[config.mk]
export PLATFORM = sky130hd
export DESIGN_NAME = reg_file_sync_clear_flat
export DESIGN_NICKNAME = d
export VERILOG_FILES = /design/src/rtl/reg_file_sync_clear_if.sv /design/src/rtl/reg_file_sync_clear.sv /design/src/flat_wrapper.sv
export SDC_FILE = /design/constraint.sdc
export NUM_CORES = 1
export LEC_CHECK = 0
export CAP_MARGIN = 20
export CORE_MARGIN = 4
export CORE_UTILIZATION = 38
export DETAILED_ROUTE_END_ITERATION = 10
export HOLD_SLACK_MARGIN = 0.08
export MAX_ROUTING_LAYER = met4
export SYNTH_ARGS = -nofsm -noshare
export SYNTH_HDL_FRONTEND = slang
export SYNTH_SLANG_ARGS = --single-unit
[constraint.sdc]
create_clock -name clock -period 3.3 [get_ports clock]
set_input_delay 0.66 -clock clock [delete_from_list [all_inputs] [get_ports clock]]
set_output_delay 0.66 -clock clock [all_outputs]
set_load 0.1 [all_outputs]
[src/rtl/reg_file_sync_clear_if.sv]
// Bus bundle for the sync-clear register file: one write port, two read ports, written flags.
// Latency: none (wiring only); read data/valid are driven from flops in the register file.
// Backpressure: none; reads and writes are accepted every cycle they are enabled.
interface reg_file_sync_clear_if #(
    parameter int WIDTH = 8,
    parameter int DEPTH = 8,
    parameter int AW    = 3
);
    logic             we;
    logic [AW-1:0]    waddr;
    logic [WIDTH-1:0] wdata;
    logic             re_a;
    logic [AW-1:0]    raddr_a;
    logic [WIDTH-1:0] rdata_a;
    logic             rvalid_a;
    logic             re_b;
    logic [AW-1:0]    raddr_b;
    logic [WIDTH-1:0] rdata_b;
    logic             rvalid_b;
    logic [DEPTH-1:0] written;

    // Requester side: issues writes and read requests, consumes read data.
    modport master (
        output we, waddr, wdata, re_a, raddr_a, re_b, raddr_b,
        input  rdata_a, rvalid_a, rdata_b, rvalid_b, written
    );

    // Register file side.
    modport slave (
        input  we, waddr, wdata, re_a, raddr_a, re_b, raddr_b,
        output rdata_a, rvalid_a, rdata_b, rvalid_b, written
    );
endinterface

[src/rtl/reg_file_sync_clear.sv]
// Register file, 1 write + 2 registered read ports, write-first bypass, reg 0 reads as zero.
// Latency: 1 cycle from read enable to rdata/rvalid; writes visible to reads in the same cycle.
// Backpressure: none; every enabled read/write is serviced, synchronous clear overrides both.
module reg_file_sync_clear #(
    parameter int WIDTH = 8,
    parameter int DEPTH = 8,
    parameter int AW    = 3
) (
    input  logic                  clock,
    input  logic                  clearb,
    reg_file_sync_clear_if.slave  bus
);

    logic [WIDTH-1:0] mem [DEPTH];
    logic [WIDTH-1:0] rdata_a_q;
    logic [WIDTH-1:0] rdata_b_q;
    logic             rvalid_a_q;
    logic             rvalid_b_q;
    logic [DEPTH-1:0] written_q;

    logic             wr_en;
    logic [WIDTH-1:0] rd_a;
    logic [WIDTH-1:0] rd_b;

    // Writes to address 0 are dropped so register 0 never holds anything but zero.
    assign wr_en = bus.we && (bus.waddr != '0);

    // Next read value per port: zero for address 0, new write data on an address match, else storage.
    always_comb begin
        rd_a = '0;
        rd_b = '0;
        if (bus.raddr_a != '0) begin
            rd_a = (wr_en && (bus.waddr == bus.raddr_a)) ? bus.wdata : mem[bus.raddr_a];
        end
        if (bus.raddr_b != '0) begin
            rd_b = (wr_en && (bus.waddr == bus.raddr_b)) ? bus.wdata : mem[bus.raddr_b];
        end
    end

    // Storage, written flags and read registers; clear wins over any write or read that cycle.
    always_ff @(posedge clock) begin
        if (!clearb) begin
            for (int i = 0; i < DEPTH; i++) begin
                mem[i] <= '0;
            end
            written_q  <= '0;
            rdata_a_q  <= '0;
            rdata_b_q  <= '0;
            rvalid_a_q <= 1'b0;
            rvalid_b_q <= 1'b0;
        end else begin
            if (wr_en) begin
                mem[bus.waddr]       <= bus.wdata;
                written_q[bus.waddr] <= 1'b1;
            end
            rvalid_a_q <= bus.re_a;
            rvalid_b_q <= bus.re_b;
            if (bus.re_a) begin
                rdata_a_q <= rd_a;
            end
            if (bus.re_b) begin
                rdata_b_q <= rd_b;
            end
        end
    end

    assign bus.rdata_a  = rdata_a_q;
    assign bus.rvalid_a = rvalid_a_q;
    assign bus.rdata_b  = rdata_b_q;
    assign bus.rvalid_b = rvalid_b_q;
    assign bus.written  = written_q;

endmodule
[src/flat_wrapper.sv]
// flat-port wrapper written by rule: the top's interface ports become plain ports
module reg_file_sync_clear_flat 
#(
    parameter int WIDTH = 8,
    parameter int DEPTH = 8,
    parameter int AW    = 3
)
  (clock, clearb, bus_we, bus_waddr, bus_wdata, bus_re_a, bus_raddr_a, bus_re_b, bus_raddr_b, bus_rdata_a, bus_rvalid_a, bus_rdata_b, bus_rvalid_b, bus_written);
  reg_file_sync_clear_if #(.WIDTH(WIDTH), .DEPTH(DEPTH), .AW(AW)) bus_i ();
  input  logic clock;
  input  logic clearb;
  input wire logic [$bits(bus_i.we)-1:0] bus_we;
  input wire logic [$bits(bus_i.waddr)-1:0] bus_waddr;
  input wire logic [$bits(bus_i.wdata)-1:0] bus_wdata;
  input wire logic [$bits(bus_i.re_a)-1:0] bus_re_a;
  input wire logic [$bits(bus_i.raddr_a)-1:0] bus_raddr_a;
  input wire logic [$bits(bus_i.re_b)-1:0] bus_re_b;
  input wire logic [$bits(bus_i.raddr_b)-1:0] bus_raddr_b;
  output wire logic [$bits(bus_i.rdata_a)-1:0] bus_rdata_a;
  output wire logic [$bits(bus_i.rvalid_a)-1:0] bus_rvalid_a;
  output wire logic [$bits(bus_i.rdata_b)-1:0] bus_rdata_b;
  output wire logic [$bits(bus_i.rvalid_b)-1:0] bus_rvalid_b;
  output wire logic [$bits(bus_i.written)-1:0] bus_written;
  assign bus_i.we = bus_we;
  assign bus_i.waddr = bus_waddr;
  assign bus_i.wdata = bus_wdata;
  assign bus_i.re_a = bus_re_a;
  assign bus_i.raddr_a = bus_raddr_a;
  assign bus_i.re_b = bus_re_b;
  assign bus_i.raddr_b = bus_raddr_b;
  assign bus_rdata_a = bus_i.rdata_a;
  assign bus_rvalid_a = bus_i.rvalid_a;
  assign bus_rdata_b = bus_i.rdata_b;
  assign bus_rvalid_b = bus_i.rvalid_b;
  assign bus_written = bus_i.written;
  reg_file_sync_clear #(.WIDTH(WIDTH), .DEPTH(DEPTH), .AW(AW)) u_core (.clock(clock), .clearb(clearb), .bus(bus_i));
endmodule
## Yosys cells after proc, flatten, opt, wreduce, memory -nomap -nowiden

Memories as Yosys holds them, arrays and structs flattened.
Index checks and enable logic that the tools add are counted.

- Bits in registers: 26
- Memories kept: 1
- Logic and storage cells: 32
- Input port bits: 22
- RAM bits: 64
- Output and inout port bits: 26

- Bitwise logic cells: 1
- Mux-type cells: 13
- Reduce and logical (&&, ||, !) cells: 8
- Magnitude comparators: 2
- Eq/ne operators: 2

Memory list:

| name | words | width | rd ports | clocked after Yosys merged registers in | write ports | line | text |
|---|---|---|---|---|---|---|---|
| u_core.mem | 8 | 8 | 2 | 0 | 8 | reg_file_sync_clear.sv:14 | `logic [WIDTH-1:0] mem [DEPTH];` |

Operators by type and width:

| kind | number |
|---|---|
| 8-bit 2-to-1 mux | 5 |
| 3-bit nonzero test | 3 |
| 8-bit bitwise OR | 1 |
| 8-bit OR reduction | 1 |
| 3-bit equality test | 2 |
| 1-bit 2-to-1 mux | 6 |
| 1-bit logical AND | 4 |
| 3-bit by 4-bit less-than comparator with 1-bit output (second input constant) | 1 |
| 1-bit demux with 3-bit select | 1 |
| 3-bit by 1-bit greater-or-equal comparator with 1-bit output (second input constant) | 1 |
| 3-bit 2-to-1 mux | 1 |

## Depth between registers and ports, before layout

Gate-level depths: netlist of the first run.

- Depth in word-level cells: 7
- Depth in mapped cells: 6
- Mapped depth without buffers: 4

## Worst setup path before layout of the first run

Ideal clock, no wire load.

- Kind: input to register
- From: in bus_waddr[2]
- To: mem u_core.mem[4][0] (enable)
- Data required time: 2.965 ns
- Setup time: 0.335 ns
- Data arrival time: 1.845 ns
- Stages on the path: 4
- Setup slack: 1.121 ns
- Cells stage by stage: clkbuf_1 > nand3_1 > nor3_1 > nand2b_1

RTL lines:

| what | line | text |
|---|---|---|
| start, declared | flat_wrapper.sv:13 | `input wire logic [$bits(bus_i.waddr)-1:0] bus_waddr;` |
| end, declared | reg_file_sync_clear.sv:14 |  |

==> impl_metrics.py, run 1 <==
metrics = {
    "global_route": {
        "grt_usage": 0.180,
        "grt_max_degree": 22,
        "antenna_found_initial": 0,
        "grt_overflow": 0,
        "grt_pass1_wl_mm": 16.8,
        "grt_pass1_vias": 2905,
    },
    "layout": {
        "nets": 385,
        "final.fill_count": 1010,
        "syn_to_final_growth_pct": 22.1,
        "stdcell_count": 511,
        "diodes": 0,
        "layout-drive-gt1-share": 0.209,
        "multi_input_area_sq_um": 1880,
        "seqCellArea_sq_um": 2440,
        "final_cell_area_sq_um": 5390,
    },
    "pwr": {
        "power_frac_seq": 0.454,
        "clkPwrFrac": 0.380,
        "p_per_area_nw_per_um2": 541,
        "swShare": 0.267,
        "switchingPower_mw": 0.777,
        "p_leak_nw": 2.13,
        "p_int_mw": 2.14,
        "pwr-share-comb": 0.166,
        "irDropWorstVdd_mv": 0.326,
    },
    "hold_path": {
        "hold_end": "u_core.bus.written[5]",
        "hold_depth": 1,
        "hp-start": "u_core.bus.written[5]",
        "hp-class": "register to register",
    },
    "synth": {
        "avgSynthCellArea_sq_um": 15.2,
        "ys_ff_latch": 90,
        "synth.distinct_cells": 28,
        "yosysSeqAreaShare": 0.553,
        "synth_top_cell_by_area": "edfxtp_1",
        "syn_area_sq_um": 4420,
        "netlist.area_leader.share": 0.435,
        "synthCells": 291,
        "synth_top_cells_by_area": "edfxtp_1 44%, mux4_1 12%, dfxtp_1 12%",
        "yosysWarnings": 0,
    },
    "clocking": {
        "cts_root_buffer": "clkbuf_16",
        "clock_sinks": 90,
        "htreeDepth": 3,
        "cts_hold_buf": 0,
        "cts_setup_buffers": 0,
        "cts.repair.resized": 0,
        "cts_buffer_depth": 2,
        "tritoncts": "built",
        "cts_buffers": 9,
        "path_clk_slew_ns": 0.06,
        "clkLatencyLatePin_ns": 0.35,
    },
    "detailed_routing": {
        "wl_met1_mm": 5.04,
        "post_drt_wl_per_cell_um": 21.8,
        "final_antenna_net_count": 0,
        "drt-total-wl_mm": 11.1,
        "via_count": 2755,
        "dr.max_layer_used": "met4",
        "drc": 0,
        "drt-initial-drc-count": 178,
        "wl_met2_mm": 5.29,
        "drt_first_pass_iters": 4,
        "wl_met3_um": 563,
        "vias_per_cell": 5.39,
    },
    "place": {
        "dpl-instance-area_sq_um": 5070,
        "finalWeightedCongestion": 0.824,
        "post-place-ws_ns": 0.528,
        "dp_hpwl_mm": 7.90,
        "dp.cells": 495,
        "io_buffers": 47,
    },
    "timing": {
        "period_minus_slack_ns": 2.47,
        "period_share": 0.750,
        "fin_skew_ns": 0.00812,
        "fmax_mhz": 404,
        "worst_pin_slew_ns": 0.833,
        "report.final.slew_viol_count": 0,
        "rsz0062_at_grt": "no",
        "setup_ws_ns": 0.825,
        "hold_viol_final": 0,
        "setup_viol": 0,
        "relSlewSlack": 0.443,
        "final.setup.tns_ns": 0,
    },
    "critical_path": {
        "path_cells": "clkdlybuf4s50_1 -> buf_4 -> inv_1 -> nor2_1 -> a221o_1",
        "r2r-end": "u_core.bus.rdata_a[2]",
        "slowest_stage": "nor2_1",
        "critPathMaxStageDelay_ns": 0.74,
        "reg2reg_depth": 4,
        "r2r_start": "u_core.mem[3][2]",
        "cp.required_ns": 3.58,
        "path_class": "primary input to register",
        "cp_top_family": "buffers and inverters",
        "regToRegSetupSlack_ns": 1.70,
        "crit_path_start_kind": "primary input",
        "crit_path_end_kind": "register",
        "worst_ep_arrival_time_ns": 2.76,
        "path_buf_inv": 3,
        "cp_max_fo": 21,
    },
    "run": {
        "maxCapViolCount": 0,
    },
    "die": {
        "core_sq_um": 11400,
        "die_h_um": 116,
        "die-area_sq_um": 13400,
        "ios": 48,
        "start_util": 0.387,
        "die_w_um": 116,
        "num_rows": 39,
    },
    "run_status": {
        "status": "finished, final reports clean",
    },
}
## registers in the layout, indices dropped and copies added (netlist names)
register / cells
u_core.mem: 64
u_core.bus.rvalid_a: 1
u_core.bus.rdata_a: 8
u_core.bus.rvalid_b: 1
u_core.bus.written: 8
u_core.bus.rdata_b: 8
## through the flow
step	util	power (mW)	hold slack, ns
after global routing	0.472	3.01	0.484
after global placement	0.444	1.83	0.438
after floorplan	-	1.69	0.765
after CTS	0.472	2.93	0.460
after detailed placement	0.444	1.84	0.446
final	0.472	2.91	0.452
## per-layer routing
| metal | vias up | GRT usage |
|---|---|---|
| li1 | 1287 | - |
| met4 | 0 | 0.0727 |
| met1 | 1360 | 0.230 |
| met2 | 87 | 0.285 |
| met3 | 21 | 0.0308 |
| met5 | - | - |
## cell usage in the layout (no fill, tap or decap)
master           count
edfxtp_1            64
and2_1              59
buf_4               48
dfxtp_1             26
nor2_1              24
mux4_1              21
clkdlybuf4s50_1     21
mux2i_1             16
a221o_1             16
mux4_2              11
clkbuf_16            9
conb_1               8
a21o_1               7
o21ai_0              6
xnor2_1              6
nand2b_1             4
nand3_1              3
o311ai_1             2
nor3_2               2
a41o_2               2
clkinv_1             2
bufinv_16            2
nand3b_1             1
nand2_1              1
nor3_1               1
inv_1                1
o31ai_1              1
o31a_1               1
clkinvlp_4           1
clkbuf_8             1
clkinv_2             1
## worst max-delay path by stage
stage,start,end,slack (ns),cells past startpoint
finish,clearb,u_core.bus.rdata_a[5],0.83,5
global route,clearb,u_core.bus.rdata_a[5],0.79,5
CTS,clearb,u_core.bus.rdata_a[5],0.89,5
detailed placement,clearb,u_core.bus.rdata_a[5],0.53,5
global placement,clearb,u_core.bus.rdata_a[5],0.52,5
floorplan,bus_waddr[2],u_core.mem[4][0],1.12,4
## cell families after synthesis
| logic type | after synthesis | synth area share |
|---|---|---|
| mux | 48 | 0.217 |
| buf+inv | 16 | 0.0278 |
| flops | 90 | 0.553 |
| compound gates | 35 | 0.0677 |
| xor+xnor | 6 | 0.0119 |
| other cells | 1 | 0.000849 |
| simple gates | 95 | 0.121 |
## final cells by class
class | count | share of cell area
flip-flops and latches | 90 | 0.453
multi-input cells | 192 | 0.348
repair buffers | 69 | 0.106
clock buffers | 10 | 0.0443
well taps | 143 | 0.0332
clock inverters | 6 | 0.0149
inverters | 1 | 0.000696
## synthesized netlist by cell type
cell type / number
xnor2_1: 6
mux2i_1: 16
dfxtp_1: 26
o311ai_1: 2
a41o_2: 2
clkbuf_1: 6
nand3b_1: 1
mux4_2: 11
buf_4: 1
buf_2: 3
a221o_1: 16
buf_6: 3
nor2_1: 24
nand3_1: 3
nand2_1: 1
inv_1: 1
nand2b_1: 4
nor3_1: 1
mux4_1: 21
o31ai_1: 1
o21ai_0: 6
edfxtp_1: 64
o31a_1: 1
and2_1: 59
a21o_1: 7
nor3_2: 2
conb_1: 1
buf_12: 2
## power groups by stage
stage | registers, mW | clock network, mW | logic (mW)
after detailed placement | 1.35 | 0 | 0.486
final | 1.32 | 1.11 | 0.484
after CTS | 1.33 | 1.12 | 0.486
after global placement | 1.35 | 0 | 0.483
after global routing | 1.33 | 1.17 | 0.509
after floorplan | 1.49 | 0 | 0.194
Power figures use the tool's default switching activity.
==> run 2: changes to the inputs <==
==> constraint.sdc (replaced) <==
create_clock -name clock -period 2.5 [get_ports clock]
set_input_delay 0.5 -clock clock [delete_from_list [all_inputs] [get_ports clock]]
set_output_delay 0.5 -clock clock [all_outputs]
set_load 0.1 [all_outputs]
==> impl_metrics.py, run 2 (synthesis results as in run 1) <==
metrics = {
    "run_status": {
        "status": "finished, final reports clean",
    },
    "clocking": {
        "tritoncts": "built",
        "cts_buffers": 9,
        "cts.repair.resized": 0,
        "cts_root_buffer": "clkbuf_16",
        "cts_setup_buffers": 0,
        "clock_sinks": 90,
        "cts_buffer_depth": 2,
        "htreeDepth": 3,
        "cts_hold_buf": 0,
        "clkLatencyLatePin_ns": 0.34,
        "path_clk_slew_ns": 0.06,
    },
    "timing": {
        "relSlewSlack": 0.591,
        "period_share": 0.817,
        "period_minus_slack_ns": 2.04,
        "holdWs_ns": 0.457,
        "setup_viol": 0,
        "hold_viol_final": 0,
        "fin_skew_ns": 0.00521,
        "setup_ws_ns": 0.457,
        "worst_pin_slew_ns": 0.610,
        "final.setup.tns_ns": 0,
        "report.final.slew_viol_count": 0,
        "fmax_mhz": 490,
        "rsz0062_at_grt": "no",
    },
    "global_route": {
        "grt_pass1_vias": 2762,
        "grt_usage": 0.165,
        "antenna_found_initial": 0,
        "grt_pass1_wl_mm": 15.9,
        "grt_max_degree": 19,
        "grt_overflow": 0,
    },
    "critical_path": {
        "path_depth": 6,
        "path_class": "primary input to register",
        "critPathMaxStageDelay_ns": 0.57,
        "path_cells": "clkdlybuf4s50_1 -> buf_12 -> mux4_1 -> mux2i_1 -> nor2_1 -> a221o_1",
        "cp_top_family": "multiplexers",
        "crit_path_end_kind": "register",
        "regToRegSetupSlack_ns": 0.98,
        "path_buf_inv": 2,
        "reg2reg_depth": 4,
        "slowest_stage": "mux4_1",
        "worst_ep_arrival_time_ns": 2.26,
        "crit_path_start_kind": "primary input",
        "cp.required_ns": 2.72,
        "cp_max_fo": 18,
    },
    "place": {
        "finalWeightedCongestion": 0.840,
        "post-place-ws_ns": 0.0985,
        "io_buffers": 47,
        "dp_hpwl_mm": 7.64,
    },
    "pwr": {
        "irDropWorstVdd_mv": 0.409,
        "swShare": 0.265,
        "power_frac_seq": 0.459,
        "switchingPower_mw": 1.01,
        "p_leak_nw": 2.13,
        "pwr-share-comb": 0.165,
        "p_per_area_nw_per_um2": 705,
        "clkPwrFrac": 0.377,
        "p_int_mw": 2.81,
    },
    "layout": {
        "layout-drive-gt1-share": 0.212,
        "layout_commonest_cell": "edfxtp_1",
        "nets": 385,
        "syn_to_final_growth_pct": 23.0,
        "final_cell_mix": "64 x edfxtp_1, 59 x and2_1, 45 x buf_4",
        "regMostFlops": "u_core.mem",
        "largest_register_ffs": 64,
        "diodes": 0,
    },
    "die": {
        "num_rows": 39,
        "start_util": 0.387,
        "ios": 48,
        "core_sq_um": 11400,
        "die-area_sq_um": 13400,
        "die_w_um": 116,
        "die_h_um": 116,
    },
    "detailed_routing": {
        "via_count": 2681,
        "final_antenna_net_count": 0,
        "drt-total-wl_mm": 10.0,
        "drt_first_pass_iters": 4,
        "vias_per_cell": 5.25,
        "drc": 0,
        "drt-initial-drc-count": 204,
        "post_drt_wl_per_cell_um": 19.6,
    },
    "hold_path": {
        "hold_depth": 1,
        "hp-class": "register to register",
    },
    "run": {
        "maxCapViolCount": 0,
    },
}
-- run 2: cell types whose count changed in the layout (fill, tap and decap cells not counted), sizes merged --
cell | before | now
clkinv | 3 | 1
clkinvlp | 1 | 3
-- run 2: path summary, 6_finish.rpt --
path                          from                     to
max                 bus_raddr_b[0]  u_core.bus.rdata_b[6]
min reg2reg  u_core.bus.written[4]  u_core.bus.written[4]
min          u_core.bus.written[4]  u_core.bus.written[4]
max reg2reg       u_core.mem[2][3]  u_core.bus.rdata_a[3]
-- run 2: per-stage QoR --
stage / cells / util / power, mW / area (sq um)
after global routing: 511 / 0.476 / 3.96 / 5430
final: 511 / 0.476 / 3.83 / 5430
after floorplan: 298 / - / 2.23 / 4440
after CTS: 511 / 0.476 / 3.87 / 5430
after global placement: 495 / 0.448 / 2.41 / 5110
after detailed placement: 495 / 0.448 / 2.42 / 5110
-- run 2: cell type report --
cell class                 instances  area, sq um
tap                              143          179
clock inverter                     6         91.3
fill                             996         5990
clock buffer                      10          229
inverter                           1         3.75
multi-input combinational        192         1880
timing repair buffer              69          608
sequential                        90         2440
-- run 2: power by group through the flow --
stage / clock network, mW / registers (mW) / logic (mW)
floorplan: 0 / 1.97 / 0.255
global placement: 0 / 1.78 / 0.629
detailed placement: 0 / 1.79 / 0.634
CTS: 1.47 / 1.76 / 0.636
global route: 1.53 / 1.77 / 0.669
finish: 1.44 / 1.76 / 0.631
-- run 2: metal layers --
layer	global-route usage	routed length (um)
met3	0.0235	430
met2	0.245	4610
met4	0.0588	114
met1	0.232	4860
met5	-	0
==> run 3: changes to the inputs <==
==> constraint.sdc (replaced) <==
create_clock -name clock -period 1.7 [get_ports clock]
set_input_delay 0.34 -clock clock [delete_from_list [all_inputs] [get_ports clock]]
set_output_delay 0.34 -clock clock [all_outputs]
set_load 0.1 [all_outputs]
==> impl_metrics.py, run 3 (synthesis results as in run 1) <==
metrics = {
    "run_status": {
        "status": "finished, final reports clean",
    },
    "timing": {
        "rsz0062_at_grt": "yes",
        "period_share": 0.986,
        "setup_viol": 0,
        "relSlewSlack": 0.555,
        "fin_skew_ns": 0.00454,
        "setup_ws_ns": 0.0243,
        "report.final.slew_viol_count": 0,
        "worst_pin_slew_ns": 0.664,
        "fmax_mhz": 597,
        "holdWs_ns": 0.513,
        "period_minus_slack_ns": 1.68,
        "final.setup.tns_ns": 0,
        "hold_viol_final": 0,
    },
    "global_route": {
        "grt_usage": 0.174,
        "grt_max_degree": 18,
        "grt_pass1_wl_mm": 16.8,
        "antenna_found_initial": 0,
        "grt_overflow": 0,
        "grt_pass1_vias": 2953,
    },
    "critical_path": {
        "worst_ep_arrival_time_ns": 1.90,
        "cp_max_fo": 8,
        "cp.required_ns": 1.93,
        "path_class": "primary input to register",
        "crit_path_end_kind": "register",
        "crit_path_start_kind": "primary input",
    },
    "detailed_routing": {
        "final_antenna_net_count": 0,
        "drc": 0,
        "post_drt_wl_per_cell_um": 20.6,
        "drt-initial-drc-count": 229,
        "vias_per_cell": 5.36,
        "drt-total-wl_mm": 11.0,
        "via_count": 2856,
        "drt_first_pass_iters": 4,
    },
    "clocking": {
        "tritoncts": "built",
        "cts_buffer_depth": 2,
        "htreeDepth": 3,
        "clkLatencyLatePin_ns": 0.34,
        "cts_buffers": 9,
        "clock_sinks": 90,
        "cts_root_buffer": "clkbuf_16",
        "path_clk_slew_ns": 0.06,
        "cts_hold_buf": 0,
    },
    "layout": {
        "syn_to_final_growth_pct": 38.2,
        "final_cell_mix": "64 x edfxtp_1, 59 x and2_1, 34 x buf_4",
        "layout-drive-gt1-share": 0.287,
        "nets": 407,
        "layout_commonest_cell": "edfxtp_1",
        "largest_register_ffs": 64,
        "final_cell_area_sq_um": 6100,
        "regMostFlops": "u_core.mem",
        "diodes": 0,
    },
    "die": {
        "ios": 48,
        "die_h_um": 116,
        "die_w_um": 116,
        "num_rows": 39,
        "die-area_sq_um": 13400,
        "start_util": 0.387,
        "core_sq_um": 11400,
    },
    "pwr": {
        "p_per_area_nw_per_um2": 934,
        "p_leak_nw": 2.44,
        "irDropWorstVdd_mv": 0.475,
        "total_power_mw": 5.70,
    },
    "hold_path": {
        "hp-class": "register to register",
    },
    "place": {
        "post-place-ws_ns": -0.532,
        "dpl-instance-area_sq_um": 5580,
        "dp_hpwl_mm": 7.86,
        "finalWeightedCongestion": 0.869,
        "io_buffers": 47,
    },
    "run": {
        "maxCapViolCount": 0,
    },
}
run 3: cell count changes in the layout (fill, tap and decap cells not counted), sizes merged:
cell           previous run  this run
clkdlybuf4s50            21        13
buf                      48        68
clkinv                    1         5
clkbuf                   10        12
clkdlybuf4s15             0         1
bufinv                    2         1
dlymetal6s2s              0         4
dlygate4sd2               0         2
clkinvlp                  3         0
bufbuf                    0         1
run 3: worst max-delay path: stages:
cell	delay [ns]
clkdlybuf4s50_1	0.50
o311ai_2	0.39
buf_4	0.18
nor3_4	0.04
buf_12	0.15
a221o_1	0.29
run 3: worst paths after layout:
kind                               from               endpoint  slack, ns  cells past startpoint
hold reg to reg   u_core.bus.written[0]  u_core.bus.written[0]       0.51                      1
setup reg to reg       u_core.mem[4][6]  u_core.bus.rdata_a[6]       0.14                      4
hold / removal    u_core.bus.written[0]  u_core.bus.written[0]       0.51                      1
setup / recovery         bus_raddr_b[2]  u_core.bus.rdata_b[0]       0.02                      6
run 3: routing by layer:
metal	vias up	global-route usage	wire length (um)
met5	-	-	0
met4	0	0.0688	228
met3	18	0.0366	603
met2	106	0.275	5310
met1	1400	0.222	4850
li1	1332	-	-
run 3: final cells by class:
| class | count | area (sq um) |
|---|---|---|
| Fill cell | 937 | 5320 |
| Sequential cell | 90 | 2440 |
| Multi-Input combinational cell | 192 | 1980 |
| Timing Repair Buffer | 91 | 1210 |
| Clock buffer | 10 | 229 |
| Tap cell | 143 | 179 |
| Clock inverter | 6 | 57.6 |
| Inverter | 1 | 3.75 |
run 3: timing repair:
action / CTS / global route
pin swaps: 1 / 7
hold endpoints to repair: 0 / 0
setup buffers: 1 / 3
gates resized for setup: 14 / 14
gates cloned: 2 / 1
setup endpoints to repair: 35 / 44
run 3: metrics by stage:
stage / std cells / utilization
2_1_floorplan: 298 / -
4_1_cts: 529 / 0.523
3_3_place_gp: 510 / 0.488
6_report: 533 / 0.534
3_5_place_dp: 510 / 0.488
5_1_grt: 533 / 0.534
run 3: power by group:
group          total (mW)  switching [mW]  internal [mW]
combinational        1.13           0.617          0.517
clock                1.95           0.823           1.13
sequential           2.61           0.114           2.50
total                5.70            1.55           4.14
